### config.mk
export PLATFORM = sky130hd
export DESIGN_NAME = scntr_ctrl_flat
export DESIGN_NICKNAME = d
export VERILOG_FILES = /design/src/rtl/scntr_ctrl_pkg.sv /design/src/rtl/scntr_ctrl_if.sv /design/src/rtl/scntr_ctrl_tmr.sv /design/src/rtl/scntr_ctrl.sv /design/src/flat_wrapper.sv
export SDC_FILE = /design/constraint.sdc
export NUM_CORES = 1
export LEC_CHECK = 0
export ABC_CLOCK_PERIOD_IN_PS = 3600
export BUFFER_PORTS_ARGS = -buffer_cell sky130_fd_sc_hd__buf_2
export CORE_MARGIN = 10
export CORE_UTILIZATION = 58
export CTS_BUF_LIST = sky130_fd_sc_hd__clkbuf_2 sky130_fd_sc_hd__clkbuf_4 sky130_fd_sc_hd__clkbuf_8
export CTS_CLUSTER_DIAMETER = 150
export DETAILED_ROUTE_END_ITERATION = 10
export GPL_ROUTABILITY_DRIVEN = 0
export PLACE_DENSITY_LB_ADDON = 0.2
export SYNTH_ARGS = -nofsm -noshare
export SYNTH_HDL_FRONTEND = slang
export SYNTH_SLANG_ARGS = --single-unit
### constraint.sdc
create_clock -name i_clk -period 3.6 [get_ports i_clk]
set_input_delay 0.54 -clock i_clk [delete_from_list [all_inputs] [get_ports i_clk]]
set_output_delay 0.54 -clock i_clk [all_outputs]
set_load 0.03 [all_outputs]
### src/rtl/scntr_ctrl_pkg.sv
// scntr_ctrl_pkg
//   Shared definitions for the scntr measurement-window sequencer: FSM state
//   encoding and default sizing. The ADPLL top imports the same defaults so
//   its window-sizing checks agree with the controller.
package scntr_ctrl_pkg;

  // Default scntr output width, window-length width and clear-hold length.
  // The clear hold reuses the window timer, so WIN_W must be able to hold
  // CLR_CYC_DEF-1 (40 cycles x 5 ns = 200 ns of settling for the MUX chain).
  localparam int CNT_W_DEF   = 4;
  localparam int WIN_W_DEF   = 8;
  localparam int CLR_CYC_DEF = 40;

  typedef enum logic [2:0] {
    ST_CLEAR   = 3'd0,
    ST_IDLE    = 3'd1,
    ST_RUN     = 3'd2,
    ST_SETTLE  = 3'd3,
    ST_CAPTURE = 3'd4
  } state_t;

endpackage

### src/rtl/scntr_ctrl_if.sv
// scntr_ctrl_if
//   Bundles the request/result handshake and the scntr control/status wires.
//   slave  : the sequencer (scntr_ctrl)
//   master : the environment (loop-filter logic requesting windows plus the
//            scntr instance returning count/overflow)
//   Signals
//     start, win, abort : window request, length in cycles, cancel
//     cnt, flw          : scntr o_out / o_flw
//     cnt_en, cnt_in    : scntr i_en / i_in
//     cnt_rst           : scntr i_rst
//     busy, done        : sequencer status, one-cycle result strobe
//     result, ovf       : captured count and overflow
interface scntr_ctrl_if
  import scntr_ctrl_pkg::*;
#(
  parameter int CNT_W = CNT_W_DEF,
  parameter int WIN_W = WIN_W_DEF
);

  logic             start;
  logic [WIN_W-1:0] win;
  logic             abort;
  logic [CNT_W-1:0] cnt;
  logic             flw;
  logic             cnt_en;
  logic             cnt_in;
  logic             cnt_rst;
  logic             busy;
  logic             done;
  logic [CNT_W-1:0] result;
  logic             ovf;

  modport slave (
    input  start, win, abort, cnt, flw,
    output cnt_en, cnt_in, cnt_rst, busy, done, result, ovf
  );

  modport master (
    output start, win, abort, cnt, flw,
    input  cnt_en, cnt_in, cnt_rst, busy, done, result, ovf
  );

endinterface

### src/rtl/scntr_ctrl_tmr.sv
// scntr_ctrl_tmr
//   Loadable down-counter shared between the measurement window and the
//   post-window clear hold. Load wins over decrement; the count stops at zero.
//   Ports
//     i_clk, i_rst : clock, synchronous active-high reset (loads RST_VAL)
//     load         : load load_val this cycle
//     load_val     : value to load
//     dec          : decrement this cycle (ignored at zero)
//     zero         : count is zero (combinational from the register)
module scntr_ctrl_tmr
  import scntr_ctrl_pkg::*;
#(
  parameter int           W       = WIN_W_DEF,
  parameter logic [W-1:0] RST_VAL = '0
) (
  input  logic         i_clk,
  input  logic         i_rst,
  input  logic         load,
  input  logic [W-1:0] load_val,
  input  logic         dec,
  output logic         zero
);

  logic [W-1:0] count;

  always_ff @(posedge i_clk) begin
    if (i_rst) begin
      count <= RST_VAL;
    end else if (load) begin
      count <= load_val;
    end else if (dec && (count != '0)) begin
      count <= count - 1'b1;
    end
  end

  assign zero = (count == '0);

endmodule

### src/rtl/scntr_ctrl.sv
// scntr_ctrl
//   Measurement-window sequencer for the ADPLL scntr counter. A start request
//   in IDLE enables the counter for exactly win cycles, waits one cycle for
//   the scntr output latency, captures count and sticky overflow, then holds
//   the counter in reset for CLR_CYC cycles before accepting the next window.
//   A zero-length request returns an immediate zero result without touching
//   the counter. All outputs are registered.
//   Ports
//     i_clk : system clock (200 MHz)
//     i_rst : synchronous reset, active-high; also aborts a running window
//     bus   : scntr_ctrl_if.slave (start/win/abort in, cnt/flw from scntr,
//             cnt_en/cnt_in/cnt_rst to scntr, busy/done/result/ovf out)
module scntr_ctrl
  import scntr_ctrl_pkg::*;
#(
  parameter int CNT_W   = CNT_W_DEF,
  parameter int WIN_W   = WIN_W_DEF,
  parameter int CLR_CYC = CLR_CYC_DEF
) (
  input  logic         i_clk,
  input  logic         i_rst,
  scntr_ctrl_if.slave  bus
);

  // The timer holds N-1 to time N cycles, for both the window and the hold.
  localparam logic [WIN_W-1:0] CLR_LOAD = WIN_W'(CLR_CYC - 1);

  state_t           state;
  logic             ovf_sticky;
  logic             tmr_load;
  logic             tmr_dec;
  logic [WIN_W-1:0] tmr_val;
  logic             tmr_zero;

  // Timer control follows the same decisions the FSM makes this cycle so the
  // count is already loaded when the next state begins.
  always_comb begin
    tmr_load = 1'b0;
    tmr_dec  = 1'b0;
    tmr_val  = '0;
    case (state)
      ST_CLEAR: begin
        tmr_dec = 1'b1;
      end
      ST_IDLE: begin
        if (bus.start && (bus.win != '0)) begin
          tmr_load = 1'b1;
          tmr_val  = bus.win - 1'b1;
        end
      end
      ST_RUN: begin
        if (bus.abort) begin
          tmr_load = 1'b1;
          tmr_val  = CLR_LOAD;
        end else begin
          tmr_dec = 1'b1;
        end
      end
      ST_SETTLE, ST_CAPTURE: begin
        tmr_load = 1'b1;
        tmr_val  = CLR_LOAD;
      end
      default: begin
        tmr_load = 1'b1;
        tmr_val  = CLR_LOAD;
      end
    endcase
  end

  scntr_ctrl_tmr #(
    .W       (WIN_W),
    .RST_VAL (CLR_LOAD)
  ) u_tmr (
    .i_clk    (i_clk),
    .i_rst    (i_rst),
    .load     (tmr_load),
    .load_val (tmr_val),
    .dec      (tmr_dec),
    .zero     (tmr_zero)
  );

  // Sequencer FSM with registered outputs. done defaults low so it is a
  // single-cycle strobe; result/ovf only change when done is raised.
  // Overflow is sticky across RUN and SETTLE so a wrap anywhere in the window
  // is reported even if the final count looks small.
  always_ff @(posedge i_clk) begin
    if (i_rst) begin
      state       <= ST_CLEAR;
      ovf_sticky  <= 1'b0;
      bus.cnt_en  <= 1'b0;
      bus.cnt_in  <= 1'b0;
      bus.cnt_rst <= 1'b1;
      bus.busy    <= 1'b1;
      bus.done    <= 1'b0;
      bus.result  <= '0;
      bus.ovf     <= 1'b0;
    end else begin
      bus.done <= 1'b0;
      case (state)
        ST_CLEAR: begin
          bus.cnt_en  <= 1'b0;
          bus.cnt_in  <= 1'b0;
          bus.cnt_rst <= 1'b1;
          bus.busy    <= 1'b1;
          if (tmr_zero) begin
            state       <= ST_IDLE;
            bus.cnt_rst <= 1'b0;
            bus.busy    <= 1'b0;
          end
        end
        ST_IDLE: begin
          bus.cnt_rst <= 1'b0;
          bus.busy    <= 1'b0;
          if (bus.start) begin
            if (bus.win != '0) begin
              state      <= ST_RUN;
              ovf_sticky <= 1'b0;
              bus.cnt_en <= 1'b1;
              bus.cnt_in <= 1'b1;
              bus.busy   <= 1'b1;
            end else begin
              // Empty window: report a zero result without running scntr.
              bus.done   <= 1'b1;
              bus.result <= '0;
              bus.ovf    <= 1'b0;
            end
          end
        end
        ST_RUN: begin
          ovf_sticky <= ovf_sticky | bus.flw;
          if (bus.abort) begin
            state       <= ST_CLEAR;
            bus.cnt_en  <= 1'b0;
            bus.cnt_in  <= 1'b0;
            bus.cnt_rst <= 1'b1;
          end else if (tmr_zero) begin
            state      <= ST_SETTLE;
            bus.cnt_en <= 1'b0;
            bus.cnt_in <= 1'b0;
          end
        end
        ST_SETTLE: begin
          ovf_sticky <= ovf_sticky | bus.flw;
          if (bus.abort) begin
            state       <= ST_CLEAR;
            bus.cnt_rst <= 1'b1;
          end else begin
            state <= ST_CAPTURE;
          end
        end
        ST_CAPTURE: begin
          bus.result  <= bus.cnt;
          bus.ovf     <= ovf_sticky | bus.flw;
          bus.done    <= 1'b1;
          bus.cnt_rst <= 1'b1;
          state       <= ST_CLEAR;
        end
        default: begin
          state       <= ST_CLEAR;
          bus.cnt_en  <= 1'b0;
          bus.cnt_in  <= 1'b0;
          bus.cnt_rst <= 1'b1;
          bus.busy    <= 1'b1;
        end
      endcase
    end
  end

endmodule

### src/flat_wrapper.sv
// flat-port wrapper written by rule: the top's interface ports become plain ports
module scntr_ctrl_flat import scntr_ctrl_pkg::*;
#(
  parameter int CNT_W   = CNT_W_DEF,
  parameter int WIN_W   = WIN_W_DEF,
  parameter int CLR_CYC = CLR_CYC_DEF
)
  (i_clk, i_rst, bus_start, bus_win, bus_abort, bus_cnt, bus_flw, bus_cnt_en, bus_cnt_in, bus_cnt_rst, bus_busy, bus_done, bus_result, bus_ovf);
  scntr_ctrl_if #(.CNT_W(CNT_W), .WIN_W(WIN_W)) bus_i ();
  input  logic i_clk;
  input  logic i_rst;
  input wire logic [$bits(bus_i.start)-1:0] bus_start;
  input wire logic [$bits(bus_i.win)-1:0] bus_win;
  input wire logic [$bits(bus_i.abort)-1:0] bus_abort;
  input wire logic [$bits(bus_i.cnt)-1:0] bus_cnt;
  input wire logic [$bits(bus_i.flw)-1:0] bus_flw;
  output wire logic [$bits(bus_i.cnt_en)-1:0] bus_cnt_en;
  output wire logic [$bits(bus_i.cnt_in)-1:0] bus_cnt_in;
  output wire logic [$bits(bus_i.cnt_rst)-1:0] bus_cnt_rst;
  output wire logic [$bits(bus_i.busy)-1:0] bus_busy;
  output wire logic [$bits(bus_i.done)-1:0] bus_done;
  output wire logic [$bits(bus_i.result)-1:0] bus_result;
  output wire logic [$bits(bus_i.ovf)-1:0] bus_ovf;
  assign bus_i.start = bus_start;
  assign bus_i.win = bus_win;
  assign bus_i.abort = bus_abort;
  assign bus_i.cnt = bus_cnt;
  assign bus_i.flw = bus_flw;
  assign bus_cnt_en = bus_i.cnt_en;
  assign bus_cnt_in = bus_i.cnt_in;
  assign bus_cnt_rst = bus_i.cnt_rst;
  assign bus_busy = bus_i.busy;
  assign bus_done = bus_i.done;
  assign bus_result = bus_i.result;
  assign bus_ovf = bus_i.ovf;
  scntr_ctrl #(.CNT_W(CNT_W), .WIN_W(WIN_W), .CLR_CYC(CLR_CYC)) u_core (.i_clk(i_clk), .i_rst(i_rst), .bus(bus_i));
endmodule
# --- Word level (Yosys, flattened, before mapping) ---
# Cells that the tools add are included.
op_classes:
  reduce_logical: 16
  shift: 0
  mux: 40
  multipliers: 0
  n_lt_le_gt_ge: 0
  n_addsub: 2
  div: 0
  bitwise_logic: 2
  n_eq_ne: 10
ops:
  columns: ["cell", "n"]
  rows:
  - ["8-bit two-way mux", 3]
  - ["8-bit case mux with 3 select lines", 1]
  - ["3-bit two-way mux", 6]
  - ["1-bit two-way mux", 17]
  - ["8-bit nonzero test", 2]
  - ["8-bit by 1-bit subtractor with 8-bit output (second input constant)", 2]
  - ["1-bit case mux with 3 select lines", 4]
  - ["3-bit case mux with 4 select lines", 1]
  - ["8-bit zero test", 1]
  - ["4-bit two-way mux", 2]
  - ["1-bit case mux with 2 select lines", 4]
  - ["4-bit case mux with 2 select lines", 1]
  - ["4-bit AND reduction", 2]
  - ["3-bit by 2-bit == test with 1-bit output (second input constant)", 2]
  - ["6-bit two-way mux", 1]
  - ["2-bit by 1-bit inequality test with 1-bit output (second input constant)", 3]
  - ["3-bit AND reduction", 2]
  - ["2-bit nonzero test", 3]
  - ["2-bit inequality test (second input constant)", 2]
  - ["2-bit OR reduction", 2]
  - ["3-bit by 1-bit == test with 1-bit output (second input constant)", 1]
  - ["3-bit == test (second input constant)", 1]
  - ["3-bit zero test", 1]
  - ["3-bit by 2-bit inequality test with 1-bit output (second input constant)", 1]
  - ["other kinds (4)", 5]
totals:
  mem_bits_rw: 0
  mem_count: 0
  regBits: 21
  latch_bits: 0
  rom_bits: 0
  in_bits: 17

# --- Depth between registers and ports, before layout ---
logic_depth:
  word_depth: 5
  ltp_mapped: 7
  ltp_nobuf: 7

# --- Cells and area by module ---
# From an unflattened synthesis, not the netlist that was laid out.
hier_totals:
  cells_unflattened: 150
  area_unflattened_um2: 1317.5
by_module_without_submodules:
  columns: ["mod", "area_each_um2", "cells_each", "n_inst", "seq_area_each_um2"]
  rows:
  - ["scntr_ctrl", 769.5, 84, 1, 260.2]
  - ["scntr_ctrl_tmr", 548.0, 66, 1, 160.2]

# --- Worst setup path before layout ---
# Ideal clock, no wire load.
synth_timing:
  kind: "input-to-reg"
  from: "in bus_win[0]"
  to: "reg u_core.u_tmr.count[2]"
  path_slack_ps: 1465
  setup_ps: 129
  path_stages: 7
  arrival_time_ps: 2006
  path_buffers: 0
  cell_sequence: "inv_1 -> ha_1 -> or3b_2 -> o21ai_0 -> nor2_1 -> a2111oi_0 -> nor2_1"
synth_via:
  elab_chain_len: 5
  elab_cells_between_ends: 9
synth_lines:
  columns: ["element", "line", "rtl"]
  rows:
  - ["start, declared", "flat_wrapper.sv:13", "input wire logic [$bits(bus_i.win)-1:0] bus_win;"]
  - ["parallel branches: the longest is 5 deep, another holds 8-bit by 1-bit subtractor with 8-bit output", null, null]
  - ["end signal, assigned", "scntr_ctrl_tmr.sv:30", "count <= load_val;"]
  - ["end signal, assigned", "scntr_ctrl_tmr.sv:32", "count <= count - 1'b1;"]
  - ["end, declared", "scntr_ctrl_tmr.sv:24", "logic [W-1:0] count;"]
# Several ways; the timed one is not identified.
# A chain may end at the register's enable or synchronous reset.

# --- Final worst setup path ---
# Same ends and word-level chain as after synthesis.

==> results.md <==
* Status: completed
* Total power divided by cell area at 291 nW/um^2
* DRT Pass-1 Iters at 4
* I/O Buffers at 26
* GRT Total Usage at 14.3%
* Largest area contributor in the netlist: dfxtp_1
* Final Skew at 0.00916 ns
* Clock slew seen by the registers of the worst setup and hold paths at 0.12 ns
* Final min period at 2.16 ns
* Async S/R FF share, synth at 0%
* Syn avg cell area at 8.24 sq um
* # setup viols final at 0
* DR iter-0 viols at 37
* Routed wire length at 2910 microns
* Netlist Area Pre-Place at 1220 sq um
* Post-CTS setup buffers at 0
* Worst EP required at 3.80 ns
* Min-Delay Path Class: register to register
* Layout area overhead at 13.6%
* Worst-skew pair later-pin latency at 0.30 ns
* Setup TNS at 0 ns
* Setup CP Type: primary input to register
* Hold violation total from the final report at 0
* Total of max-cap violations at 0
* Synth Area in Compound Gates at 23.8%
* R2R depth at 5
* Max Slew Vio Count at 0
* Share of the synthesized area in the top cell type at 34.5%
* Maximum clock insertion buffer count at 2
* Crit end category: register
* Worst slack, placed at 1.13 ns
* Synth Net Count at 168
* Comb power frac at 10.7%
* Top area cells in the synthesized netlist: dfxtp_1, nor2_1, nor3_1
* Synth unique cells at 42
* Startpoint types: primary input
* P_sw at 98.4 uW
* Die Y at 65.9 microns
* Fraction of layout cells with a size suffix above 1 at 26.7%
* WHS Path Cells at 2
* Slowest CP cell: or3b_2
* Fill cells at 182
* Mux cell area share after synthesis at 0%
* Die Area at 4340 sq um
* EDFF count, synth at 0
* First-pass GRT wire length at 5080 microns
* Sw frac at 24.4%
* Synthesis Warnings at 0
* Nets@finish at 193
* DP HPWL at 2340 microns
* Fin util at 69.9%
* Die width at 65.9 microns
* Largest net degree at the start of global routing at 19
* Register bit count reported by yosys at 21
* Placed cells at 195
* CTS Sinks at 21
* Slew of the pin with the lowest slew margin at 0.783 ns
* Synth Area in Simple Gates at 29.0%
* Critical path arrival at 2.36 ns
* Relative slew slack at 47.4%
* Post-synthesis xor/xnor area fraction at 4.31%
* Final instance area at 1390 sq um
* Clk pwr share at 30.1%
* Max VDD drop at 0.208 mV
* Initial core utilization at 61.6%
* Drt wl/cell at 14.6 microns
* Leak at 0.000540 uW
* Root buf cell: clkbuf_4
* DRC errors left at 0
* Placement Rows at 16
* Sequential share of power at 59.2%
* Final Non-Filler Cells at 199
* # diodes at 0
* Post-route ant nets at 0
* Post-Synth Adder-Cell Area at 3.08%
* Largest family of logic cells by synthesized area: simple AND/OR/NAND/NOR gates
* CORE AREA at 1980 sq um
* CP cell instances: buf_2 -> inv_1 -> ha_1 -> or3b_2 -> o21ai_0 -> nor2_1 -> a2111oi_0 -> nor2_1
* IO Count at 27
* RSZ-0062 raised after global routing: no
* Vias in the first global route at 1159
* Sequential element share of the synthesized area at 34.5%
* Peak Freq at 462 MHz
* CP most frequent cell: nor2_1
* CTS tree: done
* Vias after detailed routing at 1193
* TritonCTS buffer count at 3
* Dpl cell area at 1360 sq um
* CP max stage delay at 0.46 ns
* H-tree depth at 1
* Antenna violations before repair at 0
* Internal power at 305 uW
* CP Max Fanout at 4
* Top_reg_cell synth: dfxtp_1
* # hold bufs at CTS at 0
* Vias per std cell at 5.99
* Post-synthesis instance total at 148
* Final worst slack at 1.44 ns
* Share of the clock period used by the worst path at 60.1%
* Gr ovfl total at 0
* Post-CTS sizing at 0
-- layer usage --
layer	track usage (%)	wire length, microns
met1	18.8	1350
met2	22.1	1310
met3	4.07	209
met4	4.01	28
met5	0	0
-- area by class of cell --
class	count	area, sq um	share of cell area (%)
clock buffer	4	30.0	2.17
multi-input combinational	111	734	53.0
tap	27	33.8	2.44
sequential	21	420	30.3
timing repair buffer	26	130	9.39
inverter	10	37.5	2.71
-- worst paths after layout --
check | startpoint | to | slack, ns
max | bus_win[0] | u_core.u_tmr.count[2]$_SDFFE_PP1P_ | 1.44
min | u_core.bus.ovf$_SDFFE_PP0P_ | u_core.bus.ovf$_SDFFE_PP0P_ | 0.46
max reg2reg | u_core.u_tmr.count[4]$_SDFFE_PP0P_ | u_core.u_tmr.count[0]$_SDFFE_PP1P_ | 1.50
min reg2reg | u_core.bus.ovf$_SDFFE_PP0P_ | u_core.bus.ovf$_SDFFE_PP0P_ | 0.46
-- worst max-delay path: cells and delay by family --
kind | cells | cell delay [ns]
compound gates | 2 | 0.75
fa+ha+maj | 1 | 0.22
buf+inv | 2 | 0.20
simple gates | 3 | 0.64
-- kinds of logic (layout without fill, tap and decap cells) --
logic type / count (synthesis) / after routing
compound gates: 39 / 39
xor+xnor: 6 / 6
fa+ha+maj: 3 / 3
buf+inv: 16 / 40
flops: 21 / 21
simple gates: 63 / 63
-- state kept, by name (all words and copies together) (netlist names) --
name	count
u_core.bus.busy	1
u_core.bus.cnt_en	1
u_core.bus.cnt_rst	1
u_core.bus.done	1
u_core.bus.ovf	1
u_core.bus.result	4
u_core.ovf_sticky	1
u_core.state	3
u_core.u_tmr.count	8
-- power by group through the flow --
stage                     registers [uW]  clock network [uW]  logic, uW
after floorplan                      243                   0       25.0
after global placement               244                   0       40.9
after detailed placement             244                   0       43.1
after CTS                            238                 123       43.3
after global routing                 239                 136       48.2
final                                239                 121       43.2
-- through the flow --
step,total power (uW),hold WS (ns)
5_1_grt,424,0.512
3_3_place_gp,284,0.438
3_5_place_dp,287,0.447
2_1_floorplan,268,0.448
4_1_cts,405,0.464
6_report,403,0.464
-- cells in the final DEF (no fill, tap or decap), types with 2 or more instances in the layout --
| cell type | count |
|---|---|
| a21oi_1 | 6 |
| dfxtp_1 | 21 |
| ha_1 | 3 |
| a2111oi_0 | 2 |
| clkbuf_4 | 4 |
| o41ai_1 | 2 |
| nor3b_1 | 2 |
| nor2_1 | 24 |
| xor2_1 | 3 |
| a211oi_1 | 2 |
| xnor2_1 | 3 |
| nor4_1 | 2 |
| nand2b_1 | 3 |
| or2_2 | 3 |
| inv_1 | 10 |
| a22oi_1 | 5 |
| a32oi_1 | 3 |
| or3b_2 | 3 |
| o21ai_0 | 6 |
| a22o_1 | 2 |
| nand3_1 | 3 |
| nand2_1 | 6 |
| or4_4 | 2 |
| nor3_1 | 10 |
| buf_2 | 26 |
-- cells in the mapped netlist (all sizes together) (2+ instances only) --
library cell,n
a32oi,3
nor2,25
nor3,10
or3b,3
a211oi,3
xnor2,3
nor4,3
dfxtp,21
ha,3
or2,3
xor2,3
or4,2
buf,2
nor3b,2
clkbuf,4
a22oi,6
o21ai,8
inv,10
nand2,6
o41ai,2
nand2b,3
a22o,2
nor4b,2
nand3,3
a21oi,7
a2111oi,2
Power figures use the tool's default switching activity.
